**config.mk**
```make
export PLATFORM = sky130hd
export DESIGN_NAME = alu_cmd_issuer
export DESIGN_NICKNAME = d
export VERILOG_FILES = /design/src/rtl/alu_cmd_issuer.sv
export SDC_FILE = /design/constraint.sdc
export NUM_CORES = 1
export LEC_CHECK = 0
export BUFFER_PORTS_ARGS = -buffer_cell sky130_fd_sc_hd__buf_2
export CAP_MARGIN = 20
export CORE_ASPECT_RATIO = 1.2
export CORE_MARGIN = 4
export CORE_UTILIZATION = 40
export DETAILED_ROUTE_END_ITERATION = 8
export PLACE_DENSITY = 0.66
export SETUP_SLACK_MARGIN = 0.3
export SLEW_MARGIN = 20
export SYNTH_ARGS = -nofsm -noshare
export SYNTH_HDL_FRONTEND = slang
export SYNTH_SLANG_ARGS = --single-unit
```
**constraint.sdc**
```tcl
create_clock -name clk -period 3.1 [get_ports clk]
set_input_delay 0.31 -clock clk [delete_from_list [all_inputs] [get_ports clk]]
set_output_delay 0.31 -clock clk [all_outputs]
set_load 0.005 [all_outputs]
```
**src/rtl/alu_cmd_issuer.sv**
```systemverilog
`default_nettype none
// ============================================================================
// Module      : alu_cmd_issuer
// Description : Collects an opcode/A/B byte frame, issues it to a combinational
//               ALU and returns the result over a valid/ready handshake.
// Revision    : 1.0 - initial release
// ============================================================================
module alu_cmd_issuer #(
    parameter int ERR_CNT_W = 8
) (
    input  logic                 clk,
    input  logic                 rst_n,
    input  logic                 in_valid,
    output logic                 in_ready,
    input  logic [7:0]           in_data,
    output logic [18:0]          cmd,
    output logic                 cmd_valid,
    input  logic [7:0]           alu_result,
    output logic                 out_valid,
    input  logic                 out_ready,
    output logic [7:0]           out_data,
    output logic                 out_err,
    output logic [ERR_CNT_W-1:0] err_count
);

    typedef enum logic [2:0] {
        S_GET_OP = 3'd0,
        S_GET_A  = 3'd1,
        S_GET_B  = 3'd2,
        S_ISSUE  = 3'd3,
        S_RESP   = 3'd4
    } state_t;

    state_t                 r_state;
    state_t                 w_next;
    logic                   w_in_xfer;
    logic                   w_out_xfer;
    logic                   w_op_legal;
    logic                   r_legal;
    logic [18:0]            r_cmd;
    logic [7:0]             r_out_data;
    logic                   r_out_err;
    logic [ERR_CNT_W-1:0]   r_err_count;

    assign w_in_xfer  = in_valid & in_ready;
    assign w_out_xfer = out_valid & out_ready;
    assign cmd        = r_cmd;
    assign out_data   = r_out_data;
    assign out_err    = r_out_err;
    assign err_count  = r_err_count;

    always_comb begin
        w_op_legal = 1'b0;
        case (in_data[2:0])
            3'b100, 3'b010, 3'b001, 3'b110, 3'b011: w_op_legal = 1'b1;
            default:                                w_op_legal = 1'b0;
        endcase
    end

    always_ff @(posedge clk or negedge rst_n) begin
        if (!rst_n) begin
            r_state <= S_GET_OP;
        end else begin
            r_state <= w_next;
        end
    end

    always_comb begin
        w_next    = r_state;
        in_ready  = 1'b0;
        cmd_valid = 1'b0;
        out_valid = 1'b0;
        case (r_state)
            S_GET_OP: begin
                in_ready = 1'b1;
                if (w_in_xfer) w_next = S_GET_A;
            end
            S_GET_A: begin
                in_ready = 1'b1;
                if (w_in_xfer) w_next = S_GET_B;
            end
            S_GET_B: begin
                in_ready = 1'b1;
                // Illegal frames skip the ALU and report straight away
                if (w_in_xfer) w_next = r_legal ? S_ISSUE : S_RESP;
            end
            S_ISSUE: begin
                cmd_valid = 1'b1;
                w_next    = S_RESP;
            end
            S_RESP: begin
                out_valid = 1'b1;
                if (w_out_xfer) w_next = S_GET_OP;
            end
            default: w_next = S_GET_OP;
        endcase
    end

    always_ff @(posedge clk or negedge rst_n) begin
        if (!rst_n) begin
            r_legal     <= 1'b0;
            r_cmd       <= '0;
            r_out_data  <= '0;
            r_out_err   <= 1'b0;
            r_err_count <= '0;
        end else begin
            if (w_in_xfer) begin
                case (r_state)
                    S_GET_OP: begin
                        r_cmd[18:16] <= in_data[2:0];
                        r_legal      <= w_op_legal;
                    end
                    S_GET_A: r_cmd[15:8] <= in_data;
                    S_GET_B: begin
                        r_cmd[7:0] <= in_data;
                        if (!r_legal) begin
                            r_out_data <= '0;
                            r_out_err  <= 1'b1;
                            if (r_err_count != {ERR_CNT_W{1'b1}}) begin
                                r_err_count <= r_err_count + ERR_CNT_W'(1);
                            end
                        end
                    end
                    default: ;
                endcase
            end
            if (r_state == S_ISSUE) begin
                r_out_data <= alu_result;
                r_out_err  <= 1'b0;
            end
        end
    end

endmodule
`default_nettype wire

```
==> results of run 1 <==
layout by cell type (no fill, tap or decap), drive strengths merged, types with 2 or more instances in the layout:
cell type	instances
xnor2	4
mux2	12
inv	4
a21oi	5
nand2	42
buf	58
clkinv	2
dfrtp	40
nand3	4
and3	2
xor2	3
nor4b	3
nor2	5
a31oi	2
o21ai	9
clkbuf	6
nor3b	2
layer usage:
metal	global-route usage	share of wire	up-vias
met2	0.216	0.46	50
met5	0	0	-
met3	0.0490	0.087	7
met1	0.174	0.44	603
met4	0.0537	0.016	0
li1	-	-	639
kinds of logic (layout without fill, tap and decap cells):
kind of cell	Yosys count	after routing	synth area share
XOR/XNOR	7	7	0.0348
AO/OA/AOI/OAI	20	20	0.0789
multiplexers	12	12	0.0768
buffers and inverters	10	70	0.0334
flip-flops	40	40	0.569
adder cells (fa/ha/maj)	1	1	0.00711
AND/OR/NAND/NOR	64	64	0.200
power groups by stage:
stage	combinational, µW	clock (µW)	sequential [µW]
floorplan	405	0	879
global placement	637	0	913
detailed placement	655	0	913
CTS	654	360	906
global route	723	383	934
finish	638	345	901
worst max-delay path by stage:
stage                           from            to  slack, ns  cells past startpoint
after floorplan           r_state[2]  err_count[1]       1.55                      5
after global placement    r_state[0]       cmd[15]       1.30                      3
after detailed placement  r_state[0]       cmd[11]       1.30                      3
after CTS                 r_state[1]     cmd_valid       1.06                      4
after global routing      r_state[1]     cmd_valid       0.96                      4
final                     r_state[1]     cmd_valid       1.09                      4
flip-flops by register name, summed over array words and instances (netlist names):
register	flops
cmd	19
out_data	8
r_legal	1
r_state	3
out_err	1
err_count	8
layout make-up:
type | count | area [µm²]
fill | 403 | 2090
sequential | 40 | 1000
multi-input combinational | 104 | 701
timing repair buffer | 58 | 290
clock buffer | 6 | 82.6
tap | 56 | 70.1
inverter | 4 | 15.0
clock inverter | 2 | 10.0
per-stage QoR:
stage                     cells  power, µW   util  hold WS (ns)  setup slack (ns)
after detailed placement    262       1570  0.487         0.461              1.30
after floorplan             154       1280      -        0.0144              1.55
final                       270       1880  0.509         0.136              1.09
after CTS                   270       1920  0.509         0.157              1.06
after global placement      262       1550  0.487         0.470              1.30
after global routing        270       2040  0.509         0.204             0.963
worst register-to-register path: stages, from the launching register on:
cell	delay, ns
dfrtp_1	0.48
nand4bb_4	0.42
nor2_1	0.52
a21oi_1	0.13
a31oi_1	0.15
==> flow_metrics.py, run 1 <==
metrics = {
    "job": {
        "cap_violations": 0,
    },
    "timing": {
        "fmax_ghz": 0.497,
        "clock_skew_ns": 0.00345,
        "fin_crit_ns": 2.01,
        "slew_headroom": 0.425,
        "setup_viol": 0,
        "finalHoldViolCount": 0,
        "fin_tns_setup_ns": 0,
        "slew_viol_final": 0,
        "finalCritPeriodShare": 0.649,
        "worst_pin_slew_ns": 0.863,
        "rsz0062_at_grt": "no",
    },
    "critical_path": {
        "path_cells": "nand2b_1, or2_2, inv_2, buf_2",
        "arrival_ns": 1.70,
        "worstReg2RegEnd": "err_count[2]",
        "cp.required_ns": 2.79,
        "startpoint_type": "flip-flop",
        "cp_slowest_stage_delay_ns": 0.58,
        "critPathKind": "flip-flop to output port",
        "worstPathMaxFanout": 10,
        "path_buf_inv": 2,
        "timing.rr.start": "r_state[2]",
        "rr_worst_depth": 4,
        "endpoint_kind": "output port",
        "cp_slowest_cell": "dfrtp_1",
        "rrSetupSlack_ns": 1.31,
        "cp_top_family": "flip-flops",
    },
    "power": {
        "p_switching_uw": 634,
        "cell_internal_pwr_uw": 1250,
        "peakVddDrop_mv": 0.425,
        "p_seq_frac": 0.478,
        "p_sw_frac": 0.336,
        "leakage_uw": 0.00109,
        "clkPwrFrac": 0.183,
        "power_density_mw_per_mm2": 869,
        "p_comb_frac": 0.339,
    },
    "grt": {
        "grt_usage": 0.139,
        "grt_pass1_vias": 1248,
        "grt_pass1_wl_mm": 5.69,
        "grt_overflow_total": 0,
        "antenna_found_initial": 0,
        "grt_max_degree": 41,
    },
    "floorplan": {
        "ios": 59,
        "start_util": 0.413,
        "die_w_um": 68.6,
        "dieHeight_um": 80.7,
        "rows": 26,
        "design.die.area_mm2": 0.00553,
        "core-area_mm2": 0.00426,
    },
    "placement": {
        "place.gp.congestion": 0.745,
        "dp_hpwl_mm": 2.63,
        "portBuffers": 58,
        "place_area_mm2": 0.00208,
    },
    "clocking": {
        "hold_buffers": 0,
        "htreeDepth": 2,
        "cts_tree": "yes",
        "cts-root-buf": "clkbuf_8",
        "ctsResizeCount": 0,
        "cts_sinks": 40,
        "cts_made_buffers": 5,
        "worstSkewPairLatency_ns": 0.29,
        "cts_max_path_buffers": 2,
        "clk_pin_slew_worst_paths_ns": 0.07,
        "post_cts_buffers": 0,
    },
    "detailed_routing": {
        "drtAntennaViolNets": 0,
        "vias_per_cell": 4.81,
        "drtPass1Iterations": 4,
        "via_count": 1299,
        "post_drt_wl_per_cell_um": 13.0,
        "drtIter0Drc": 55,
        "drcViolationCount": 0,
        "drt_wl_total_mm": 3.50,
    },
    "logic_synthesis": {
        "synth_area_per_cell_um2": 11.4,
        "synth_seq_cells": 40,
        "synth_top_area_frac": 0.569,
        "syn_inst": 154,
        "synth_edf_count": 0,
        "synthMostInstantiatedCell": "nand2_1",
        "synthFlopType": "dfrtp_1",
        "synth_cell_types": 32,
        "async_flop_share": 1.00,
        "synthTopCellsByArea": "dfrtp_1 (57%), nand2_1 (9.0%), mux2_2 (7.7%)",
        "synth.cell_area_mm2": 0.00176,
        "synth_common_cells": "nand2_1 (42), dfrtp_1 (40), mux2_2 (12)",
        "yosysSeqAreaShare": 0.569,
        "synth_area_leader_cell": "dfrtp_1",
        "syn_nets": 175,
        "ys_warn_count": 0,
    },
    "outcome": {
        "status": "completed",
    },
    "layout": {
        "num_antenna_cells": 0,
        "syn_to_final_growth_pct": 23.2,
        "final_layout_size_suffix_gt1_frac": 0.407,
        "fin_nets": 234,
        "stdcell_area_mm2": 0.00217,
    },
    "worst_hold_path": {
        "min_path_type": "input pin to async pin",
    },
}
(Power assumes the default switching activity.)
==> inputs of run 2 (changes only) <==
--- a/config.mk
+++ b/config.mk
@@ -5,13 +5,14 @@
 export SDC_FILE = /design/constraint.sdc
 export NUM_CORES = 1
 export LEC_CHECK = 0
+export ABC_AREA = 1
 export BUFFER_PORTS_ARGS = -buffer_cell sky130_fd_sc_hd__buf_2
 export CAP_MARGIN = 20
 export CORE_ASPECT_RATIO = 1.2
 export CORE_MARGIN = 4
 export CORE_UTILIZATION = 40
 export DETAILED_ROUTE_END_ITERATION = 8
-export PLACE_DENSITY = 0.66
+export PLACE_DENSITY = 0.68
 export SETUP_SLACK_MARGIN = 0.3
 export SLEW_MARGIN = 20
 export SYNTH_ARGS = -nofsm -noshare
==> constraint.sdc (replaced) <==
create_clock -name clk -period 1.7 [get_ports clk]
set_input_delay 0.17 -clock clk [delete_from_list [all_inputs] [get_ports clk]]
set_output_delay 0.17 -clock clk [all_outputs]
set_load 0.005 [all_outputs]
==> run 2 against run 1 <==
Effect of this change: count of clock-buffer cells in the layout stayed put; final cell count is 32% higher; critical endpoint unchanged; clock skew grew 0.0071 ns; via count up 29%.
==> flow_metrics.py, run 2 <==
metrics = {
    "critical_path": {
        "cp_slowest_cell": "dfrtp_2",
        "cp.required_ns": 1.53,
        "startpoint_type": "flip-flop",
        "arrival_ns": 1.16,
        "cp_top_family": "flip-flops",
        "path_buf_inv": 2,
        "path_cells": "nand2_4, nor2_4, buf_6, buf_2",
        "critPathKind": "flip-flop to output port",
        "worstPathMaxFanout": 8,
        "endpoint_kind": "output port",
        "cp_slowest_stage_delay_ns": 0.45,
    },
    "power": {
        "power_density_mw_per_mm2": 1530,
        "peakVddDrop_mv": 0.839,
        "leakage_uw": 0.00139,
        "finalPower_uw": 3730,
    },
    "detailed_routing": {
        "drtAntennaViolNets": 0,
        "vias_per_cell": 4.70,
        "drtPass1Iterations": 4,
        "drtIter0Drc": 93,
        "drt_wl_total_mm": 4.26,
        "drcViolationCount": 0,
        "post_drt_wl_per_cell_um": 12.0,
        "via_count": 1674,
    },
    "grt": {
        "grt_overflow_total": 0,
        "antenna_found_initial": 0,
        "grt_pass1_wl_mm": 7.26,
        "grt_pass1_vias": 1640,
        "grt_usage": 0.159,
        "grt_max_degree": 22,
    },
    "logic_synthesis": {
        "synth_top_area_frac": 0.557,
        "synth_area_per_cell_um2": 8.02,
        "synth_edf_count": 0,
        "ys_warn_count": 0,
        "synthMostInstantiatedCell": "nand2_1",
        "synthFlopType": "dfrtp_1",
        "synth_seq_cells": 40,
        "synthTopCellsByArea": "dfrtp_1 (56%), nand2_1 (19%), o21ai_0 (7.0%)",
        "syn_nets": 245,
        "synth_common_cells": "nand2_1 (92), dfrtp_1 (40), o21ai_0 (25)",
        "yosysSeqAreaShare": 0.557,
        "synth_cell_types": 21,
        "synth.cell_area_mm2": 0.00180,
        "async_flop_share": 1.00,
        "syn_inst": 224,
        "synth_area_leader_cell": "dfrtp_1",
    },
    "floorplan": {
        "start_util": 0.418,
        "ios": 59,
        "die_w_um": 69.2,
        "core-area_mm2": 0.00429,
        "rows": 26,
        "dieHeight_um": 81.4,
        "design.die.area_mm2": 0.00563,
    },
    "timing": {
        "worst_pin_slew_ns": 0.522,
        "fin_tns_setup_ns": 0,
        "rsz0062_at_grt": "no",
        "slew_headroom": 0.652,
        "fin_ws_ns": 0.371,
        "setup_viol": 0,
        "slew_viol_final": 0,
        "clock_skew_ns": 0.0105,
        "fmax_ghz": 0.752,
        "finalHoldViolCount": 0,
        "fin_crit_ns": 1.33,
        "finalCritPeriodShare": 0.782,
    },
    "clocking": {
        "worstSkewPairLatency_ns": 0.29,
        "cts_tree": "yes",
        "cts_sinks": 40,
        "cts-root-buf": "clkbuf_8",
        "clk_pin_slew_worst_paths_ns": 0.08,
        "cts_made_buffers": 5,
        "cts_max_path_buffers": 2,
        "htreeDepth": 2,
    },
    "layout": {
        "final_layout_size_suffix_gt1_frac": 0.320,
        "largest_reg_flops": 19,
        "fin_nets": 320,
        "fill_cells": 426,
        "layout.cells.most_common": "nand2_1",
        "layout.cells.non_filler": 356,
        "num_antenna_cells": 0,
        "mostFrequentLayoutCells": "nand2_1 (90), buf_2 (58), dfrtp_1 (37)",
        "syn_to_final_growth_pct": 35.9,
        "stdcell_area_mm2": 0.00244,
    },
    "placement": {
        "dp_hpwl_mm": 3.05,
        "post-place-ws_ns": 0.221,
        "place.gp.congestion": 0.800,
        "dp_cells": 338,
        "place_area_mm2": 0.00218,
        "portBuffers": 58,
    },
    "worst_hold_path": {
        "min_path_type": "input pin to flip-flop",
    },
    "outcome": {
        "status": "completed",
    },
    "job": {
        "cap_violations": 0,
    },
}
[run 2: routing by layer]
metal,track usage,vias up,share of wire
li1,-,851,-
met1,0.191,768,0.42
met2,0.271,46,0.50
met3,0.0526,9,0.068
met4,0.0527,0,0.015
met5,0,-,0
[run 2: metrics by stage]
step                hold WS [ns]  utilization
detailed placement         0.169        0.507
global route              0.0678        0.569
floorplan                 -0.126            -
finish                    0.0715        0.569
global placement           0.165        0.507
CTS                       0.0643        0.548
[run 2: repair_timing]
action,in CTS,in global routing
pin swaps,3,1
resized for setup,7,10
buffers inserted,3,6
endpoints found under the hold margin,20,0
hold buffers,1,0
endpoints found under the setup margin,11,19
[run 2: cell families (layout without fill, tap and decap cells)]
family | Yosys count | count (layout) | share of synthesized area
and+or+nand+nor | 127 | 127 | 0.292
DFF | 40 | 40 | 0.557
buffers and inverters | 28 | 104 | 0.0620
AOI/OAI and AO/OA | 27 | 27 | 0.0766
adders and majority gates | 1 | 1 | 0.00696
xor gates and xnor gates | 1 | 1 | 0.00488
[run 2: final cells by class]
class | count | area, µm² | share of cell area
Inverter | 24 | 90.1 | 0.0369
Tap cell | 56 | 70.1 | 0.0287
Sequential cell | 40 | 1000 | 0.411
Clock inverter | 2 | 38.8 | 0.0159
Multi-Input combinational cell | 156 | 742 | 0.304
Clock buffer | 6 | 82.6 | 0.0338
Timing Repair Buffer | 72 | 414 | 0.170
[run 2: worst paths after layout]
path	slack (ns)	endpoint	cells past startpoint	from
setup reg to reg	0.41	err_count[2]	6	r_state[2]
setup / recovery	0.37	cmd_valid	4	r_state[0]
min in group asynchronous	0.37	err_count[7]	2	rst_n
hold reg to reg	0.47	out_data[2]	2	out_data[2]
hold / removal	0.07	out_data[2]	3	alu_result[2]
max in group asynchronous	0.83	r_state[0]	3	rst_n
[run 2: power breakdown]
group          switching [µW]  internal, µW  total (µW)  leakage (µW)
clock network             342           480         822     0.0000614
logic                     715           627        1340      0.000817
registers                 252          1320        1570      0.000509
[run 2: worst register-to-register path, stage by stage, from the launching register on]
cell	delay, ns
dfrtp_2	0.46
inv_2	0.14
nand3_2	0.12
nor2_4	0.23
buf_4	0.16
nand3_1	0.06
nand2_1	0.07
